--- src/rtl/spi_frame_parser.sv ---
// Byte-stream frame parser: A5 CMD ADDR LEN payload [CHK] -> one register write per payload byte.
// Define FRAME_CHKSUM_EN to require and verify the trailing CHK byte (modulo-256 sum of CMD..payload).
module spi_frame_parser #(
   parameter int P_MAX_LEN = 16
) (
   input  logic       clk,
   input  logic       rst,
   input  logic [7:0] din,
   input  logic       din_vld,
   input  logic       ss_n,
   output logic       wr_en,
   output logic [7:0] wr_cmd,
   output logic [7:0] wr_addr,
   output logic [7:0] wr_data,
   output logic       frame_done,
   output logic       frame_err,
   output logic [1:0] err_code,
   output logic       ovf
);
   localparam int         IW      = (P_MAX_LEN > 1) ? $clog2(P_MAX_LEN) : 1;
   localparam logic [7:0] MAX_LEN = 8'(P_MAX_LEN);
   localparam logic [7:0] HDR     = 8'hA5;

   // state | meaning: IDLE hunt A5 | CMD/ADDR/LEN header fields | PAYLOAD fill buffer | CHK verify | EMIT writes
   typedef enum logic [2:0] {
      S_IDLE, S_CMD, S_ADDR, S_LEN, S_PAYLOAD,
`ifdef FRAME_CHKSUM_EN
      S_CHK,
`endif
      S_EMIT
   } state_t;

   state_t        state_q;
   logic [7:0]    buf_q [P_MAX_LEN];
   logic [7:0]    addr_q, len_q, idx_q;
   logic          wr_en_q, frame_done_q, frame_err_q, ovf_q;
   logic [7:0]    wr_cmd_q, wr_addr_q, wr_data_q;
   logic [1:0]    err_code_q;
   logic          buf_we;
   logic [IW-1:0] idx_nx;

   assign buf_we = (state_q == S_PAYLOAD) && din_vld && !ss_n;
   assign idx_nx = IW'(idx_q + 8'd1);

   always_ff @(posedge clk) begin
      if (buf_we) buf_q[idx_q[IW-1:0]] <= din;
   end

`ifdef FRAME_CHKSUM_EN
   logic [7:0] sum_q;
   always_ff @(posedge clk) begin
      if (rst) sum_q <= 8'd0;
      else if (din_vld && !ss_n) begin
         case (state_q)
            S_CMD:                    sum_q <= din;
            S_ADDR, S_LEN, S_PAYLOAD: sum_q <= sum_q + din;
            default: ;
         endcase
      end
   end
`endif

   always_ff @(posedge clk) begin
      if (rst) begin
         state_q      <= S_IDLE;
         wr_en_q      <= 1'b0;
         wr_cmd_q     <= 8'd0;
         wr_addr_q    <= 8'd0;
         wr_data_q    <= 8'd0;
         frame_done_q <= 1'b0;
         frame_err_q  <= 1'b0;
         err_code_q   <= 2'b00;
         ovf_q        <= 1'b0;
         addr_q       <= 8'd0;
         len_q        <= 8'd0;
         idx_q        <= 8'd0;
      end else begin
         frame_done_q <= 1'b0;
         frame_err_q  <= 1'b0;
         case (state_q)
            S_IDLE: begin
               if (din_vld) begin
                  if (din == HDR) state_q <= S_CMD;
                  else begin
                     frame_err_q <= 1'b1;
                     err_code_q  <= 2'b01;
                  end
               end
            end
            S_EMIT: begin
               if (din_vld) ovf_q <= 1'b1;
               if (idx_q == len_q - 8'd1) begin
                  wr_en_q      <= 1'b0;
                  frame_done_q <= 1'b1;
                  state_q      <= S_IDLE;
               end else begin
                  idx_q     <= idx_q + 8'd1;
                  wr_addr_q <= addr_q + idx_q + 8'd1;
                  wr_data_q <= buf_q[idx_nx];
               end
            end
            default: begin
               // slave-select release beats a same-cycle byte
               if (ss_n) begin
                  frame_err_q <= 1'b1;
                  err_code_q  <= 2'b00;
                  state_q     <= S_IDLE;
               end else if (din_vld) begin
                  case (state_q)
                     S_CMD: begin
                        wr_cmd_q <= din;
                        state_q  <= S_ADDR;
                     end
                     S_ADDR: begin
                        addr_q  <= din;
                        state_q <= S_LEN;
                     end
                     S_LEN: begin
                        if (din == 8'd0 || din > MAX_LEN) begin
                           frame_err_q <= 1'b1;
                           err_code_q  <= 2'b10;
                           state_q     <= S_IDLE;
                        end else begin
                           len_q   <= din;
                           idx_q   <= 8'd0;
                           state_q <= S_PAYLOAD;
                        end
                     end
                     S_PAYLOAD: begin
                        if (idx_q == len_q - 8'd1) begin
`ifdef FRAME_CHKSUM_EN
                           state_q <= S_CHK;
`else
                           // a 1-byte frame's only byte is still on din, not yet in the buffer
                           state_q   <= S_EMIT;
                           wr_en_q   <= 1'b1;
                           wr_addr_q <= addr_q;
                           wr_data_q <= (idx_q == 8'd0) ? din : buf_q[0];
                           idx_q     <= 8'd0;
`endif
                        end else begin
                           idx_q <= idx_q + 8'd1;
                        end
                     end
`ifdef FRAME_CHKSUM_EN
                     S_CHK: begin
                        if (din == sum_q) begin
                           state_q   <= S_EMIT;
                           wr_en_q   <= 1'b1;
                           wr_addr_q <= addr_q;
                           wr_data_q <= buf_q[0];
                           idx_q     <= 8'd0;
                        end else begin
                           frame_err_q <= 1'b1;
                           err_code_q  <= 2'b11;
                           state_q     <= S_IDLE;
                        end
                     end
`endif
                     default: state_q <= S_IDLE;
                  endcase
               end
            end
         endcase
      end
   end

   assign wr_en      = wr_en_q;
   assign wr_cmd     = wr_cmd_q;
   assign wr_addr    = wr_addr_q;
   assign wr_data    = wr_data_q;
   assign frame_done = frame_done_q;
   assign frame_err  = frame_err_q;
   assign err_code   = err_code_q;
   assign ovf        = ovf_q;

endmodule

--- config.mk ---
export PLATFORM = sky130hd
export DESIGN_NAME = spi_frame_parser
export DESIGN_NICKNAME = d
export VERILOG_FILES = /design/src/rtl/spi_frame_parser.sv
export SDC_FILE = /design/constraint.sdc
export NUM_CORES = 1
export LEC_CHECK = 0
export CAP_MARGIN = 40
export CORE_MARGIN = 5
export CORE_UTILIZATION = 40
export CTS_CLUSTER_SIZE = 8
export DETAILED_ROUTE_END_ITERATION = 12
export DONT_BUFFER_PORTS = 1
export GPL_TIMING_DRIVEN = 0
export HOLD_SLACK_MARGIN = 0.02
export MAX_ROUTING_LAYER = met4
export PLACE_DENSITY = 0.65
export REMOVE_ABC_BUFFERS = 1
export SLEW_MARGIN = 10
export SYNTH_ARGS = -nofsm -noshare
export SYNTH_HDL_FRONTEND = slang
export SYNTH_SLANG_ARGS = --single-unit
export TNS_END_PERCENT = 50
--- constraint.sdc ---
create_clock -name clk -period 5.5 [get_ports clk]
set_input_delay 0.825 -clock clk [delete_from_list [all_inputs] [get_ports clk]]
set_output_delay 0.825 -clock clk [all_outputs]
set_load 0.01 [all_outputs]
==> flow_results.org <==
** Synthesis
- The cell area that synthesis handed to floorplanning was 0.00838 mm2.
- Post-synthesis area per instance :: 14.2 um2
- The Yosys step of the flow raised 0 warnings.
- In this run, synthesis inferred around 130 flip-flops with an integrated enable.
- After technology mapping, the gate count stands at 590.
- Counting flops and latches in the post-synthesis netlist gives 185.
- For this run, the register share of the synthesized area comes to 59.5%.
- Main synth FF type :: edfxtp_1
- The number of different library cells used by synthesis comes to between 60 and 70.
- Of all flip-flops after synthesis, the portion carrying an async set or reset was 0%.

** Clock tree
- H-tree lvl count :: 4
- CTS-repair resized insts :: 0
- The tree built by TritonCTS fans out to between 150 and 200 sinks.
- After clock tree synthesis, the clock-pin slew on the worst setup and hold paths is 70 ps.
- Buffers inserted during clock tree synthesis total 17.
- The root buffer cell chosen for the clock tree is clkbuf_16.
- In this run the deepest clock path goes through 2 buffers.
- Post-CTS timing repair inserted 0 buffers for setup.
- Cts-stage hold buffer count :: 0
- Worst-skew pair later-pin latency :: 430 ps
- TritonCTS built the clock tree.

** Worst setup path
- Worst setup EP type :: register
- Critical path's top delay family :: adder cells
- The number of buffers and inverters on the critical path is 1.
- The critical path crosses 7 cells after its start point.
- For the worst setup path, the data required time is 5820 ps.
- Startpoint types :: register
- Length in cells of the worst reg-to-reg path :: 7
- Among all stages on the critical path, the largest delay is contributed by ha_2.
- On the worst path, the slowest cell contributes a delay of 970 ps.
- Flop2flop setup slack :: 2000 ps
- Critical Setup Path Class :: register to register
- The most numerous cell type found on the critical path is mux4_2.
- Largest driver fanout on the critical path :: 40
- Data arrives at the worst endpoint at approximately 3800 ps.
- The critical path goes through inv_1 -> ha_2 -> mux4_2 -> mux4_2 -> nor2_1 -> a221o_1 -> a21oi_1.

** STA
- At the pin with the least slew margin, the transition time is 935 ps.
- Hold timing on the final database bottoms out at a slack of ~460 ps.
- Number of setup violations in the final report :: 0
- Between clock sinks in the finished design, the worst skew comes to 12.3 ps.
- The count of final hold-check violations came to 0.
- Setup repair after global routing left no endpoint under its margin.
- Headroom to the max-slew limit came out at a little under two fifths.
- Based on the critical path, the design can be clocked at up to 286 MHz.
- Number of pins with negative max-slew slack in the final report :: 0
- After layout, the minimum clock period comes to 3500 ps.
- In the post-route analysis, the smallest setup slack over all paths is 2000 ps.
- Crit share post-route :: 63.7%

** Layout
- Cells with a size suffix above 1 make up 15.5% of the layout.
- Count of antenna diodes in the layout :: 0
- Top library cells by usage in the layout, fill and taps aside :: 128 x edfxtp_1, 56 x dfxtp_1, 40 x mux4_2, 35 x nor2_1, 34 x mux2i_1
- Most frequent standard cell in the layout excluding fill and tap cells :: edfxtp_1
- Area added between synthesis and finish :: 9.82%
- Final non-filler cell area :: 0.00921 mm2
- Post-layout net count :: ~600
- Final core area utilization :: 44.2%

** Floorplanning
- The die is roughly 150 um wide.
- Area inside the core boundary :: 0.0208 mm2
- Row generation in the floorplan step produced 53 rows.
- In this run the vertical extent of the chip is 155 um.
- # IOs :: 42
- Area of the die :: 0.0239 mm2
- For this configuration, the core starts out at a cell density of 40.3%.

** Placement
- Buffers placed on the I/O ports in this run total 0.
- Post-detailed-placement cell area :: around 0.0086 mm2
- Worst setup slack before clock tree synthesis :: 1920 ps
- Routability-driven placement finished with a final weighted congestion of 0.858.
- Half-perimeter wire length of the detailed placement result :: roughly 12000 um

** Power and ir drop
- For this design the ratio of total power to cell area is 298 mW/mm2.
- Largest voltage drop on the vdd net :: between 0.0002 and 0.0003 V
- The analysis attributes to cell leakage a power of between 3 and 4 nW.
- Total design power :: around 0.0027 W

** Routing
- The routed layout has just under 5000 vias.
- Final ANT Viol Nets :: 0
- Routed vias/inst :: 5.73
- For this block, the routed nets add up to 18100 um of wire.
- After the first detailed-routing iteration, the DRC count stood at 443.
- In the final routed layout, each cell accounts on average for 20.9 um.
- Detailed Routing Iterations Pass 1 :: 7
- Residual DRC count :: 0

** Global route
- The first global-routing pass estimated 28800 um of wire.
- Maximum number of pins on one net before global-route repair :: 52
- Antenna violations before repair :: 0
- The total overflow left after global routing is 0.
- Number of global-route vias before repair :: ~5000
- Gr usage total :: roughly 16%

** Run status
- The flow ran to the end, and the final reports show no timing, DRC or antenna violations.

** Worst hold path
- Counting instances, the worst hold path has a depth of 1.
- Worst min path class :: input pin to register

** Run
- The tool flagged a number of max-cap violations equal to 0.
-- final cells by class --
class / instances / area, um2
flip-flops and latches: 185 / 4990
repair buffers: 3 / 37.5
clock inverters: 11 / 120
clock buffers: 21 / 483
well taps: 275 / 344
multi-input cells: 359 / 3180
fillers: 1867 / 11600
inverters: 13 / 48.8
-- cells in the mapped netlist, drive strengths merged (2+ instances only) --
cell type  number  area (um2)
a211oi          8        60.1
a21o            2        15.0
a21oi          28         140
a221o           8        80.1
a311oi          3        38.8
a31oi           4        31.3
and2           18         113
and3            8        55.1
and3b           3        26.3
buf            13        92.6
clkbuf         20        75.1
dfxtp          57        1140
edfxtp        128        3840
ha             12         150
inv            13        48.8
mux2            2        22.5
mux2i          34         340
mux4           40         901
nand2          15        58.8
nand2b          3        18.8
nand3          25         130
nand3b          7        52.6
nand4           5        46.3
nand4b          3        26.3
nor2           36         138
nor2b           9        56.3
nor3           18        90.1
nor3b           5        37.5
nor4            4        37.5
nor4b           4        35.0
o211ai          2        15.0
o21a            5        37.5
o21ai          10        50.1
o221ai          2        17.5
o22a            2        17.5
or3             2        12.5
xnor2           8        77.6
xor2            7        61.3
-- sequential cells by signal, summed over array words and instances (netlist names) --
name	flops
addr_q	8
buf_q	128
err_code	2
frame_done	1
frame_err	1
idx_q	8
len_q	8
ovf	1
state_q	3
wr_addr	8
wr_cmd	8
wr_data	8
wr_en	1
-- cell families after synthesis --
logic type,synth area share (%)
compound gates,7.81
xor+xnor,1.66
fa+ha+maj,2.15
buf+inv,2.58
flops,59.5
mux,15.1
simple gates,11.3
-- layer usage --
layer | vias to the layer above | global-route usage (%) | share of wire (%)
met5 | - | - | 0
met4 | 0 | 5.26 | 1.8
met3 | 26 | 3.25 | 4.4
met2 | 130 | 25.1 | 49
met1 | 2527 | 21.1 | 44
li1 | 2282 | - | -
-- per-stage QoR --
stage	setup TNS, ps	cells
final	0	867
after global routing	0	867
after CTS	0	866
after detailed placement	0	834
after global placement	-836	832
after floorplan	0	557
-- path summary, 6_finish.rpt --
check	from	end
setup reg to reg	idx_q[0]	wr_data[3]
hold reg to reg	len_q[1]	len_q[1]
hold / removal	ss_n	state_q[1]
setup / recovery	idx_q[0]	wr_data[3]
-- power by group --
| group | switching, W | internal, W |
|---|---|---|
| Clock | 0.000551 | 0.000694 |
| Sequential | 0.00000120 | 0.00149 |
| Combinational | 0.00000675 | 0.00000622 |
| Total | 0.000559 | 0.00219 |
No activity file was read; power rests on OpenSTA's default activity.
